## src/rtl/dino_score_if.sv

```systemverilog
// Dino score sequencer bus: game-control requests in, score/status out.
// The master side (game top / testbench) drives the requests and the
// slave side (dino_score_ctrl) drives the score and status.
interface dino_score_if;
  logic        i_start;
  logic        i_hit;
  logic        i_pause;
  logic [15:0] o_score;
  logic [15:0] o_hiscore;
  logic [1:0]  o_state;
  logic        o_running;
  logic        o_speedup;
  logic [2:0]  o_level;
  logic        o_new_hi;

  modport master (
    output i_start, i_hit, i_pause,
    input  o_score, o_hiscore, o_state, o_running, o_speedup, o_level, o_new_hi
  );

  modport slave (
    input  i_start, i_hit, i_pause,
    output o_score, o_hiscore, o_state, o_running, o_speedup, o_level, o_new_hi
  );
endinterface

```

## src/rtl/dino_score_ctrl.sv

```systemverilog
// Dino game score sequencer: idle/run/pause/over state machine, score tick
// divider, 4-digit packed-BCD score with saturation at 9999, high-score
// tracking and a speed-up pulse on every hundreds-boundary crossing.
module dino_score_ctrl #(
  parameter int TICK_DIV  = 5000000,
  parameter int LEVEL_MAX = 7
) (
  input  logic         i_clk,
  input  logic         i_rst,
  dino_score_if.slave  bus
);

  localparam int TW = $clog2(TICK_DIV);
  localparam logic [TW-1:0] TICK_TERM = TW'(TICK_DIV - 1);
  localparam logic [2:0]    LVL_MAX   = 3'(LEVEL_MAX);
  localparam logic [15:0]   SCORE_MAX = 16'h9999;

  typedef enum logic [1:0] {
    ST_IDLE  = 2'd0,
    ST_RUN   = 2'd1,
    ST_PAUSE = 2'd2,
    ST_OVER  = 2'd3
  } state_t;

  // Packed-BCD +1: each nibble wraps 9->0 and ripples its carry upward.
  function automatic logic [15:0] bcd_inc(input logic [15:0] v);
    logic [15:0] r;
    logic        carry;
    r     = v;
    carry = 1'b1;
    for (int i = 0; i < 4; i++) begin
      if (carry) begin
        if (v[4*i +: 4] == 4'd9) begin
          r[4*i +: 4] = 4'd0;
          carry       = 1'b1;
        end else begin
          r[4*i +: 4] = v[4*i +: 4] + 4'd1;
          carry       = 1'b0;
        end
      end else begin
        r[4*i +: 4] = v[4*i +: 4];
      end
    end
    return r;
  endfunction

  state_t        state_q;
  logic [TW-1:0] tick_q;
  logic [15:0]   score_q;
  logic [15:0]   hiscore_q;
  logic [2:0]    level_q;
  logic          speedup_q;
  logic          new_hi_q;
  logic          running_q;

  logic [15:0]   score_d;
  logic          cross_d;
  logic [2:0]    level_d;

  // Next score on a tick, whether it crosses a hundreds boundary, and the
  // saturating level that goes with such a crossing.
  always_comb begin
    score_d = score_q;
    cross_d = 1'b0;
    level_d = level_q;
    if (score_q != SCORE_MAX) begin
      score_d = bcd_inc(score_q);
      cross_d = (score_q[7:0] == 8'h99);
    end else begin
      score_d = score_q;
      cross_d = 1'b0;
    end
    if (level_q < LVL_MAX) begin
      level_d = level_q + 3'd1;
    end else begin
      level_d = level_q;
    end
  end

  // Game state machine with tick divider, score, high score and status registers.
  always_ff @(posedge i_clk) begin
    if (i_rst) begin
      state_q   <= ST_IDLE;
      tick_q    <= '0;
      score_q   <= 16'h0000;
      hiscore_q <= 16'h0000;
      level_q   <= 3'd0;
      speedup_q <= 1'b0;
      new_hi_q  <= 1'b0;
      running_q <= 1'b0;
    end else begin
      speedup_q <= 1'b0;
      case (state_q)
        ST_IDLE, ST_OVER: begin
          // Start wins over a simultaneous hit; hit is only looked at in RUN.
          if (bus.i_start) begin
            state_q   <= ST_RUN;
            running_q <= 1'b1;
            score_q   <= 16'h0000;
            level_q   <= 3'd0;
            tick_q    <= '0;
            new_hi_q  <= 1'b0;
          end
        end
        ST_RUN: begin
          if (bus.i_hit) begin
            state_q   <= ST_OVER;
            running_q <= 1'b0;
            if (score_q > hiscore_q) begin
              hiscore_q <= score_q;
              new_hi_q  <= 1'b1;
            end
          end else if (bus.i_pause) begin
            state_q   <= ST_PAUSE;
            running_q <= 1'b0;
          end else if (tick_q == TICK_TERM) begin
            tick_q  <= '0;
            score_q <= score_d;
            if (cross_d) begin
              speedup_q <= 1'b1;
              level_q   <= level_d;
            end
          end else begin
            tick_q <= tick_q + {{(TW-1){1'b0}}, 1'b1};
          end
        end
        ST_PAUSE: begin
          // Resume with the held tick count.
          if (!bus.i_pause) begin
            state_q   <= ST_RUN;
            running_q <= 1'b1;
          end
        end
        default: begin
          state_q   <= ST_IDLE;
          running_q <= 1'b0;
        end
      endcase
    end
  end

  assign bus.o_score   = score_q;
  assign bus.o_hiscore = hiscore_q;
  assign bus.o_state   = state_q;
  assign bus.o_running = running_q;
  assign bus.o_speedup = speedup_q;
  assign bus.o_level   = level_q;
  assign bus.o_new_hi  = new_hi_q;

endmodule

```

## src/flat_wrapper.sv

```systemverilog
// flat-port wrapper written by rule: the top's interface ports become plain ports
module dino_score_ctrl_flat 
#(
  parameter int TICK_DIV  = 5000000,
  parameter int LEVEL_MAX = 7
)
  (i_clk, i_rst, bus_i_start, bus_i_hit, bus_i_pause, bus_o_score, bus_o_hiscore, bus_o_state, bus_o_running, bus_o_speedup, bus_o_level, bus_o_new_hi);
  dino_score_if bus_i ();
  input  logic i_clk;
  input  logic i_rst;
  input wire logic [$bits(bus_i.i_start)-1:0] bus_i_start;
  input wire logic [$bits(bus_i.i_hit)-1:0] bus_i_hit;
  input wire logic [$bits(bus_i.i_pause)-1:0] bus_i_pause;
  output wire logic [$bits(bus_i.o_score)-1:0] bus_o_score;
  output wire logic [$bits(bus_i.o_hiscore)-1:0] bus_o_hiscore;
  output wire logic [$bits(bus_i.o_state)-1:0] bus_o_state;
  output wire logic [$bits(bus_i.o_running)-1:0] bus_o_running;
  output wire logic [$bits(bus_i.o_speedup)-1:0] bus_o_speedup;
  output wire logic [$bits(bus_i.o_level)-1:0] bus_o_level;
  output wire logic [$bits(bus_i.o_new_hi)-1:0] bus_o_new_hi;
  assign bus_i.i_start = bus_i_start;
  assign bus_i.i_hit = bus_i_hit;
  assign bus_i.i_pause = bus_i_pause;
  assign bus_o_score = bus_i.o_score;
  assign bus_o_hiscore = bus_i.o_hiscore;
  assign bus_o_state = bus_i.o_state;
  assign bus_o_running = bus_i.o_running;
  assign bus_o_speedup = bus_i.o_speedup;
  assign bus_o_level = bus_i.o_level;
  assign bus_o_new_hi = bus_i.o_new_hi;
  dino_score_ctrl #(.TICK_DIV(TICK_DIV), .LEVEL_MAX(LEVEL_MAX)) u_core (.i_clk(i_clk), .i_rst(i_rst), .bus(bus_i));
endmodule
```

## config.mk

```make
export PLATFORM = sky130hd
export DESIGN_NAME = dino_score_ctrl_flat
export DESIGN_NICKNAME = d
export VERILOG_FILES = /design/src/rtl/dino_score_if.sv /design/src/rtl/dino_score_ctrl.sv /design/src/flat_wrapper.sv
export SDC_FILE = /design/constraint.sdc
export NUM_CORES = 1
export LEC_CHECK = 0
export BUFFER_PORTS_ARGS = -buffer_cell sky130_fd_sc_hd__buf_2
export CORE_MARGIN = 2
export CORE_UTILIZATION = 45
export DETAILED_ROUTE_END_ITERATION = 10
export PLACE_DENSITY_LB_ADDON = 0.25
export SKIP_LAST_GASP = 1
export SLEW_MARGIN = 20
export SYNTH_ARGS = -nofsm -noshare
export SYNTH_HDL_FRONTEND = slang
export SYNTH_SLANG_ARGS = --single-unit
```

## constraint.sdc

```tcl
create_clock -name i_clk -period 5.5 [get_ports i_clk]
set_input_delay 1.1 -clock i_clk [delete_from_list [all_inputs] [get_ports i_clk]]
set_output_delay 1.1 -clock i_clk [all_outputs]
set_load 0.02 [all_outputs]
```

==> results of run 1 <==
## path summary, 6_finish.rpt
check                        startpoint                to  slack [ns]  cells past startpoint
setup / recovery  u_core.bus.o_state[0]  u_core.tick_q[9]        2.39                      5
hold / removal         u_core.tick_q[1]  u_core.tick_q[1]        0.47                      2
setup reg to reg  u_core.bus.o_state[0]  u_core.tick_q[9]        2.39                      5
hold reg to reg        u_core.tick_q[1]  u_core.tick_q[1]        0.47                      2
## final cells by class
cell class | count | share of cell area
multi-input cells | 323 | 0.537
repair buffers | 44 | 0.0541
well taps | 102 | 0.0314
flip-flops and latches | 63 | 0.310
clock buffers | 13 | 0.0391
clock inverters | 1 | 0.00123
inverters | 30 | 0.0277
## routing by layer
layer  global-route usage  wire length (um)  vias up
li1                     -                 -     1623
met1                0.263              4070     1524
met2                0.337              4090       47
met3               0.0522               322        6
met4               0.0483                53        0
met5                    0                 0        -
## sequential cells by signal, summed over array words and instances, names as in the netlist
name	cells
u_core.bus.o_score	16
u_core.tick_q	23
u_core.bus.o_hiscore	16
u_core.bus.o_state	2
u_core.bus.o_new_hi	1
u_core.bus.o_running	1
u_core.bus.o_level	3
u_core.bus.o_speedup	1
## worst min-delay path: stages, from the launching register on
cell     delay [ns]
dfxtp_1        0.32
nand2_1        0.05
a21oi_1        0.05
## cell families (layout without fill, tap and decap cells)
kind of cell,count (synthesis),in the layout,synth area share
and+or+nand+nor,187,187,0.275
adders and majority gates,28,28,0.0963
DFF,63,63,0.347
xor gates and xnor gates,21,21,0.0506
muxes,20,20,0.0550
buffers and inverters,48,88,0.0533
AOI/OAI and AO/OA,67,67,0.123
## per-stage QoR
step | hold WS, ns | total power (W) | utilization | area (um2)
2_1_floorplan | 0.448 | 0.000634 | - | 3640
3_3_place_gp | 0.454 | 0.000675 | 0.503 | 3910
3_5_place_dp | 0.462 | 0.000680 | 0.503 | 3910
4_1_cts | 0.478 | 0.00103 | 0.524 | 4070
5_1_grt | 0.498 | 0.00108 | 0.524 | 4070
6_report | 0.472 | 0.00102 | 0.524 | 4070
## layout by cell type, fill, tap and decap left out, types with 6 or more instances in the layout
cell / netlist / layout
nor3_1: 12 / 12
a31oi_1: 6 / 6
ha_1: 28 / 28
xnor2_1: 18 / 18
nand3_1: 18 / 18
inv_1: 29 / 29
or4_1: 7 / 7
and4_1: 6 / 6
nand4_1: 11 / 11
or3_1: 6 / 6
a211oi_1: 7 / 7
mux2i_1: 20 / 20
nand2_1: 52 / 52
nor4_1: 9 / 9
o21ai_0: 7 / 7
dfxtp_1: 63 / 63
nand2b_1: 6 / 6
buf_2: 5 / 44
nor2_1: 31 / 31
a21oi_1: 19 / 19
nand3b_1: 7 / 7
clkbuf_8: 0 / 11
## power by group through the flow
stage	Clock [W]	Combinational (W)	Sequential, W
finish	0.000355	0.000186	0.000483
floorplan	0	0.000134	0.000501
CTS	0.000362	0.000187	0.000483
global placement	0	0.000182	0.000493
detailed placement	0	0.000186	0.000494
global route	0.000387	0.000208	0.000485
==> results_dict.tcl, run 1 <==
set metrics [dict create \
    yosys-top-cells-count "dfxtp_1, nand2_1, nor2_1" \
    cts_root_buf "clkbuf_8" \
    drive_gt1_frac 0.133 \
    portBuffers 44 \
    swShare 0.307 \
    setup_ws_ns 2.39 \
    grt_pass1_vias 3011 \
    final_cells 576 \
    cts_resized 0 \
    globalRouteTotalUtil 0.203 \
    first_pass_iters 4 \
    via_per_inst 5.56 \
    tns_ns 0 \
    crit_type "reg2reg" \
    p_int_w 0.000710 \
    crit_buf_inv 0 \
    dp.cells 562 \
    synth_top_area_frac 0.347 \
    wl_per_cell_um 14.8 \
    rows 32 \
    cpPeakStageDelay_ns 0.74 \
    drt_iter0_drc 114 \
    max-slew-margin-rel 0.277 \
    nets 504 \
    ios 45 \
    synth_most_common_cell "dfxtp_1" \
    cp-end-kind "flop" \
    start_util 0.468 \
    h-tree-depth 3 \
    clockBufferDepth 2 \
    synthFlopType "dfxtp_1" \
    fillers 784 \
    rsz0062_at_grt "false" \
    power.density_nw_per_um2 252 \
    arrival_ns 3.30 \
    place.detailed.hpwl_mm 6.13 \
    cts.sinks 63 \
    clkLatencyLatePin_ns 0.34 \
    drcViolationCount 0 \
    gp_congestion 0.813 \
    clock-skew-final_ns 0.0107 \
    post_cts.repair.setup_buffers 0 \
    synthTopCellsByArea "dfxtp_1, ha_1, mux2i_1" \
    p_leak_nw 1.50 \
    synth_cell_type_count 56 \
    clkPwrFrac 0.347 \
    vias 3200 \
    core_um2 7770 \
    syn_nets 467 \
    clk_transition_reported_paths_ns 0.06 \
    netlist_area_um2 3640 \
    routed_wl_mm 8.54 \
    synth_area_per_cell_um2 8.38 \
    layout_min_cycle_time_ns 3.11 \
    grt_max_degree 37 \
    die_x_um 93.9 \
    fp.dieArea_um2 8820 \
    switchingPower_w 0.000314 \
    cts_buffers 9 \
    regArea_um2 1260 \
    tightest_slew_ns 1.08 \
    power_frac_comb 0.182 \
    ys.warnings.count 0 \
    pwr-share-seq 0.472 \
    antenna_found_initial 0 \
    hp-class "reg2reg" \
    multiInputGateArea_um2 2180 \
    synth_seq_cells 63 \
    synthCells 434 \
    cts_hold_buf 0 \
    seq_area_frac_synth 0.347 \
    ys_async_sr_fraction 0 \
    grt_pass1_wl_mm 14.2 \
    synth_edf_count 0 \
    fmax_mhz 322 \
    cp-start-kind "flop" \
    ir_drop_mv 0.118 \
    path_max_fanout 23 \
    status "finished, final reports clean" \
    grt_remaining_overflow 0 \
    cpMaxStageDelayCell "a21oi_1" \
    hold_violations 0 \
    crit_family "compound AO/OA/AOI/OAI gates" \
    areaGrowthSynthToFinish_pct 11.8 \
    cp.required_ns 5.70 \
    diodes 0 \
    dp_slack_ns 2.10 \
    setup_viol 0 \
    drtAntennaViolNets 0 \
    crit_chain "ha_1 -> or3b_1 -> a21oi_1 -> a21o_1 -> nor2_1" \
    dieHeight_um 93.9 \
    slew_violations 0 \
    period_share 0.565 \
    cts_tree "yes" \
    cap_violations 0 \
    synth_top_area_cell "dfxtp_1" \
]
(Power assumes the default switching activity.)
==> inputs of run 2 (changes only) <==
Settings changed: ABC_AREA set to 1.
Clock period 5.5 ns to 2.9 ns, I/O delays scaled along.
==> results_dict.tcl, run 2 <==
set metrics [dict create \
    cap_violations 0 \
    die_x_um 97.6 \
    drt_iter0_drc 193 \
    h-tree-depth 3 \
    mostFrequentLayoutCells "nand2_1, inv_1, nor2_1" \
    cts_root_buf "clkbuf_8" \
    cpPeakStageDelay_ns 0.40 \
    crit_type "reg2reg" \
    grt_remaining_overflow 0 \
    cp-end-kind "flop" \
    place.detailed.hpwl_mm 7.06 \
    clock-skew-final_ns 0.00812 \
    pwr-share-seq 0.249 \
    post_cts.repair.setup_buffers 0 \
    layout_commonest_cell "nand2_1" \
    fmax_mhz 441 \
    portBuffers 44 \
    switchingPower_w 0.00225 \
    largest_register_ffs 23 \
    cts_hold_buf 0 \
    setup_ws_ns 0.631 \
    p_leak_nw 2.12 \
    areaGrowthSynthToFinish_pct 13.8 \
    clkLatencyLatePin_ns 0.35 \
    grt_pass1_vias 3461 \
    cts.sinks 63 \
    dp_slack_ns 0.666 \
    syn_nets 628 \
    clk_transition_reported_paths_ns 0.07 \
    core_um2 8590 \
    tightest_slew_ns 0.505 \
    grt_max_degree 23 \
    slew_violations 0 \
    cts_resized 0 \
    clockBufferDepth 2 \
    synth_cell_type_count 36 \
    period_share 0.783 \
    synth_most_common_cell "nand2_1" \
    crit_chain "buf_4 -> ha_1 -> nand4_1 -> nor2_1 -> nand2_1 -> nand2_2 -> nand3_2 -> nand2_1 -> inv_1 -> nor2_1" \
    synth_edf_count 0 \
    wl_per_cell_um 12.3 \
    power.density_nw_per_um2 1000 \
    drtAntennaViolNets 0 \
    drive_gt1_frac 0.135 \
    first_pass_iters 5 \
    antenna_found_initial 0 \
    dieHeight_um 97.6 \
    nets 674 \
    swShare 0.498 \
    seq_area_frac_synth 0.320 \
    cts_tree "yes" \
    synthFlopType "dfxtp_1" \
    regMostFlops "u_core.tick_q" \
    layout_min_cycle_time_ns 2.27 \
    ys_async_sr_fraction 0 \
    hp-class "reg2reg" \
    ir_drop_mv 0.617 \
    synth_seq_cells 63 \
    power_frac_comb 0.555 \
    max-slew-margin-rel 0.661 \
    rsz0062_at_grt "false" \
    cp-start-kind "flop" \
    vias 3870 \
    clkPwrFrac 0.196 \
    hold_violations 0 \
    synth_top_area_frac 0.320 \
    synthTopCellsByArea "dfxtp_1, nand2_1, inv_1" \
    synthCells 595 \
    cts_buffers 9 \
    fp.dieArea_um2 9530 \
    routed_wl_mm 9.27 \
    drcViolationCount 0 \
    tns_ns 0 \
    path_max_fanout 18 \
    cpMaxStageDelayCell "nand3_2" \
    status "finished, final reports clean" \
    setup_viol 0 \
    arrival_ns 2.55 \
    p_int_w 0.00226 \
    cp.required_ns 3.18 \
    yosys-top-cells-count "nand2_1, inv_1, nor2_1" \
    grt_pass1_wl_mm 15.9 \
    start_util 0.459 \
    synth_area_per_cell_um2 6.63 \
    ys.warnings.count 0 \
    via_per_inst 5.13 \
    diodes 0 \
    synth_top_area_cell "dfxtp_1" \
    gp_congestion 0.881 \
    netlist_area_um2 3950 \
    globalRouteTotalUtil 0.201 \
    rows 34 \
    ios 45 \
    finish.utilization 0.523 \
]
## run 2: cell types whose count changed after synthesis, moves of 7 or more
cell,change
nand2_1,+81
or4_1,-7
mux2i_1,-20
inv_1,+71
nand3_1,+18
nor2_1,+45
xnor2_1,-15
a21oi_1,+13
nand4_1,+23
## run 2: final timing paths
path,from,to,slack (ns),cells after the start
setup / recovery,u_core.bus.o_score[14],u_core.bus.o_hiscore[5],0.63,10
hold / removal,u_core.bus.o_new_hi,u_core.bus.o_new_hi,0.46,2
setup reg to reg,u_core.bus.o_score[14],u_core.bus.o_hiscore[5],0.63,10
hold reg to reg,u_core.bus.o_new_hi,u_core.bus.o_new_hi,0.46,2
## run 2: layer usage
| layer | vias up | track usage | routed length (um) |
|---|---|---|---|
| li1 | 1994 | - | - |
| met4 | 0 | 0.0780 | 158 |
| met1 | 1766 | 0.269 | 4500 |
| met2 | 91 | 0.319 | 4180 |
| met5 | - | 0 | 0 |
| met3 | 19 | 0.0396 | 432 |
## run 2: critical path: cells and delay by family (launching register included)
kind	cells	cell delay, ns
flip-flops	1	0.30
adder cells (fa/ha/maj)	1	0.29
buffers and inverters	2	0.21
AND/OR/NAND/NOR	7	1.40
## run 2: logic make-up (layout without fill, tap and decap cells)
| group | Yosys count | count (layout) | synth area share |
|---|---|---|---|
| and+or+nand+nor | 330 | 330 | 0.388 |
| buffers and inverters | 118 | 169 | 0.118 |
| xor gates and xnor gates | 12 | 12 | 0.0266 |
| adders and majority gates | 28 | 28 | 0.0888 |
| AOI/OAI and AO/OA | 44 | 44 | 0.0590 |
| DFF | 63 | 63 | 0.320 |
## run 2: final cells by class
type	instances	area, um2
Clock inverter	3	65.1
Tap cell	108	135
Inverter	103	387
Clock buffer	13	159
Fill cell	902	4100
Sequential cell	63	1260
Multi-Input combinational cell	414	2220
Timing Repair Buffer	50	265
## run 2: power groups by stage
| stage | clock network, W | logic, W | registers [W] |
|---|---|---|---|
| finish | 0.000881 | 0.00250 | 0.00112 |
| global route | 0.000938 | 0.00282 | 0.00114 |
| CTS | 0.000899 | 0.00249 | 0.00112 |
| detailed placement | 0 | 0.00248 | 0.00114 |
| global placement | 0 | 0.00244 | 0.00114 |
| floorplan | 0 | 0.00175 | 0.00130 |
## run 2: stage by stage
step	instance area (um2)	instances	hold slack, ns	power, W
2_1_floorplan	3950	595	0.451	0.00304
3_3_place_gp	4270	738	0.455	0.00358
3_5_place_dp	4270	738	0.452	0.00362
4_1_cts	4490	754	0.468	0.00451
5_1_grt	4490	754	0.497	0.00491
6_report	4490	754	0.465	0.00451
==> inputs of run 3 (changes only) <==
Clock period 2.9 ns to 1.9 ns, I/O delays scaled along.
==> results_dict.tcl, run 3 (synthesis gave the netlist of run 2 again) <==
set metrics [dict create \
    setup_ws_ns 0.0698 \
    power_frac_comb 0.652 \
    fillers 851 \
    antenna_found_initial 0 \
    drt_iter0_drc 215 \
    grt_pass1_vias 3664 \
    largest_register_ffs 23 \
    hold_violations 0 \
    hp-class "in2reg" \
    final_area_um2 4920 \
    multiInputGateArea_um2 2410 \
    grt_max_degree 23 \
    regArea_um2 1280 \
    cts_tree "yes" \
    rows 34 \
    dieHeight_um 97.6 \
    via_per_inst 5.12 \
    dpl_cell_area_um2 4440 \
    cpMostUsedCell "inv_2" \
    clkLatencyLatePin_ns 0.34 \
    cts_root_buf "clkbuf_8" \
    cap_violations 0 \
    tns_ns 0 \
    pwr-share-seq 0.212 \
    total_power_w 0.00821 \
    power.density_nw_per_um2 1670 \
    p_int_w 0.00418 \
    areaGrowthSynthToFinish_pct 24.7 \
    die_x_um 97.6 \
    switchingPower_w 0.00403 \
    place.detailed.hpwl_mm 7.36 \
    clockBufferDepth 2 \
    layout_min_cycle_time_ns 1.83 \
    vias 4006 \
    cpPeakStageDelay_ns 0.37 \
    clkPwrFrac 0.135 \
    routed_wl_mm 9.91 \
    h-tree-depth 3 \
    fmax_mhz 546 \
    drtAntennaViolNets 0 \
    ios 45 \
    drcViolationCount 0 \
    layout_commonest_cell "nand2_1" \
    max-slew-margin-rel 0.673 \
    drive_gt1_frac 0.233 \
    setup_viol 0 \
    arrival_ns 2.06 \
    start_util 0.459 \
    cts_buffers 9 \
    cpMaxStageDelayCell "dfxtp_4" \
    fp.dieArea_um2 9530 \
    crit_type "reg2reg" \
    globalRouteTotalUtil 0.209 \
    status "finished, final reports clean" \
    slew_violations 0 \
    tightest_slew_ns 0.490 \
    first_pass_iters 4 \
    grt_remaining_overflow 0 \
    regMostFlops "u_core.tick_q" \
    clk_transition_reported_paths_ns 0.07 \
    core_um2 8590 \
    gp_congestion 0.863 \
    ir_drop_mv 0.979 \
    nets 704 \
    grt_pass1_wl_mm 16.7 \
    diodes 0 \
    crit_chain "inv_2 -> ha_4 -> inv_2 -> nand2_2 -> nand2_4 -> nor2_4 -> buf_6 -> nand4_1 -> nand2_1 -> a21oi_1" \
    cp-start-kind "flop" \
    cts_hold_buf 0 \
    path_max_fanout 7 \
    cp-end-kind "flop" \
    clock-skew-final_ns 0.00798 \
    portBuffers 44 \
    swShare 0.491 \
    wl_per_cell_um 12.7 \
    mostFrequentLayoutCells "nand2_1, inv_1, nor2_1" \
    cts.sinks 63 \
    period_share 0.963 \
    dp_slack_ns -0.0254 \
    p_leak_nw 2.29 \
    rsz0062_at_grt "true" \
    crit_family "simple AND/OR/NAND/NOR gates" \
    cp.required_ns 2.13 \
    crit_buf_inv 3 \
]
-- run 3: changes by cell type in the layout (fill, tap and decap cells not counted), sizes merged --
cell / before / now
clkinv: 2 / 1
bufinv: 2 / 0
nand3: 39 / 40
buf: 50 / 79
clkbuf: 13 / 14
-- run 3: layout make-up --
type / count / area share
clock buffers: 14 / 0.0371
inverters: 103 / 0.0791
multi-input cells: 415 / 0.491
flip-flops and latches: 63 / 0.260
well taps: 108 / 0.0275
repair buffers: 79 / 0.105
-- run 3: worst min-delay path: cells and delay by family --
family	cells	cell delay [ns]
buffers and inverters	2	0.17
AND/OR/NAND/NOR	2	0.16
-- run 3: timing repair --
| action | CTS | global route |
|---|---|---|
| cloned | 0 | 1 |
| buffers inserted | 0 | 8 |
| gates resized for setup | 3 | 58 |
| pin swaps | 1 | 19 |
| endpoints found under the setup margin | 13 | 46 |
-- run 3: through the flow --
stage,instances,hold WS (ns),util
2_1_floorplan,595,0.451,-
3_3_place_gp,759,0.454,0.516
3_5_place_dp,759,0.448,0.516
4_1_cts,773,0.390,0.539
5_1_grt,782,0.429,0.573
6_report,782,0.411,0.573
-- run 3: path summary, 6_finish.rpt --
path,startpoint,to,slack (ns),depth (start not counted)
hold reg to reg,u_core.bus.o_new_hi,u_core.bus.o_new_hi,0.46,2
setup / recovery,u_core.bus.o_state[0],u_core.bus.o_score[8],0.07,10
setup reg to reg,u_core.bus.o_state[0],u_core.bus.o_score[8],0.07,10
hold / removal,bus_i_pause,u_core.bus.o_speedup,0.41,4
-- run 3: power groups by stage --
stage                     sequential [W]  clock (W)  combinational [W]
after floorplan                  0.00198          0            0.00267
after global placement           0.00173          0            0.00412
after detailed placement         0.00174          0            0.00417
after CTS                        0.00171    0.00114            0.00424
after global routing             0.00177    0.00119            0.00592
final                            0.00174    0.00111            0.00535
-- run 3: metal layers --
layer	wire length, um	global-route usage	vias to the layer above
li1	-	-	2067
met1	4740	0.290	1828
met2	4550	0.331	100
met3	468	0.0338	11
met4	148	0.0726	0
met5	0	0	-
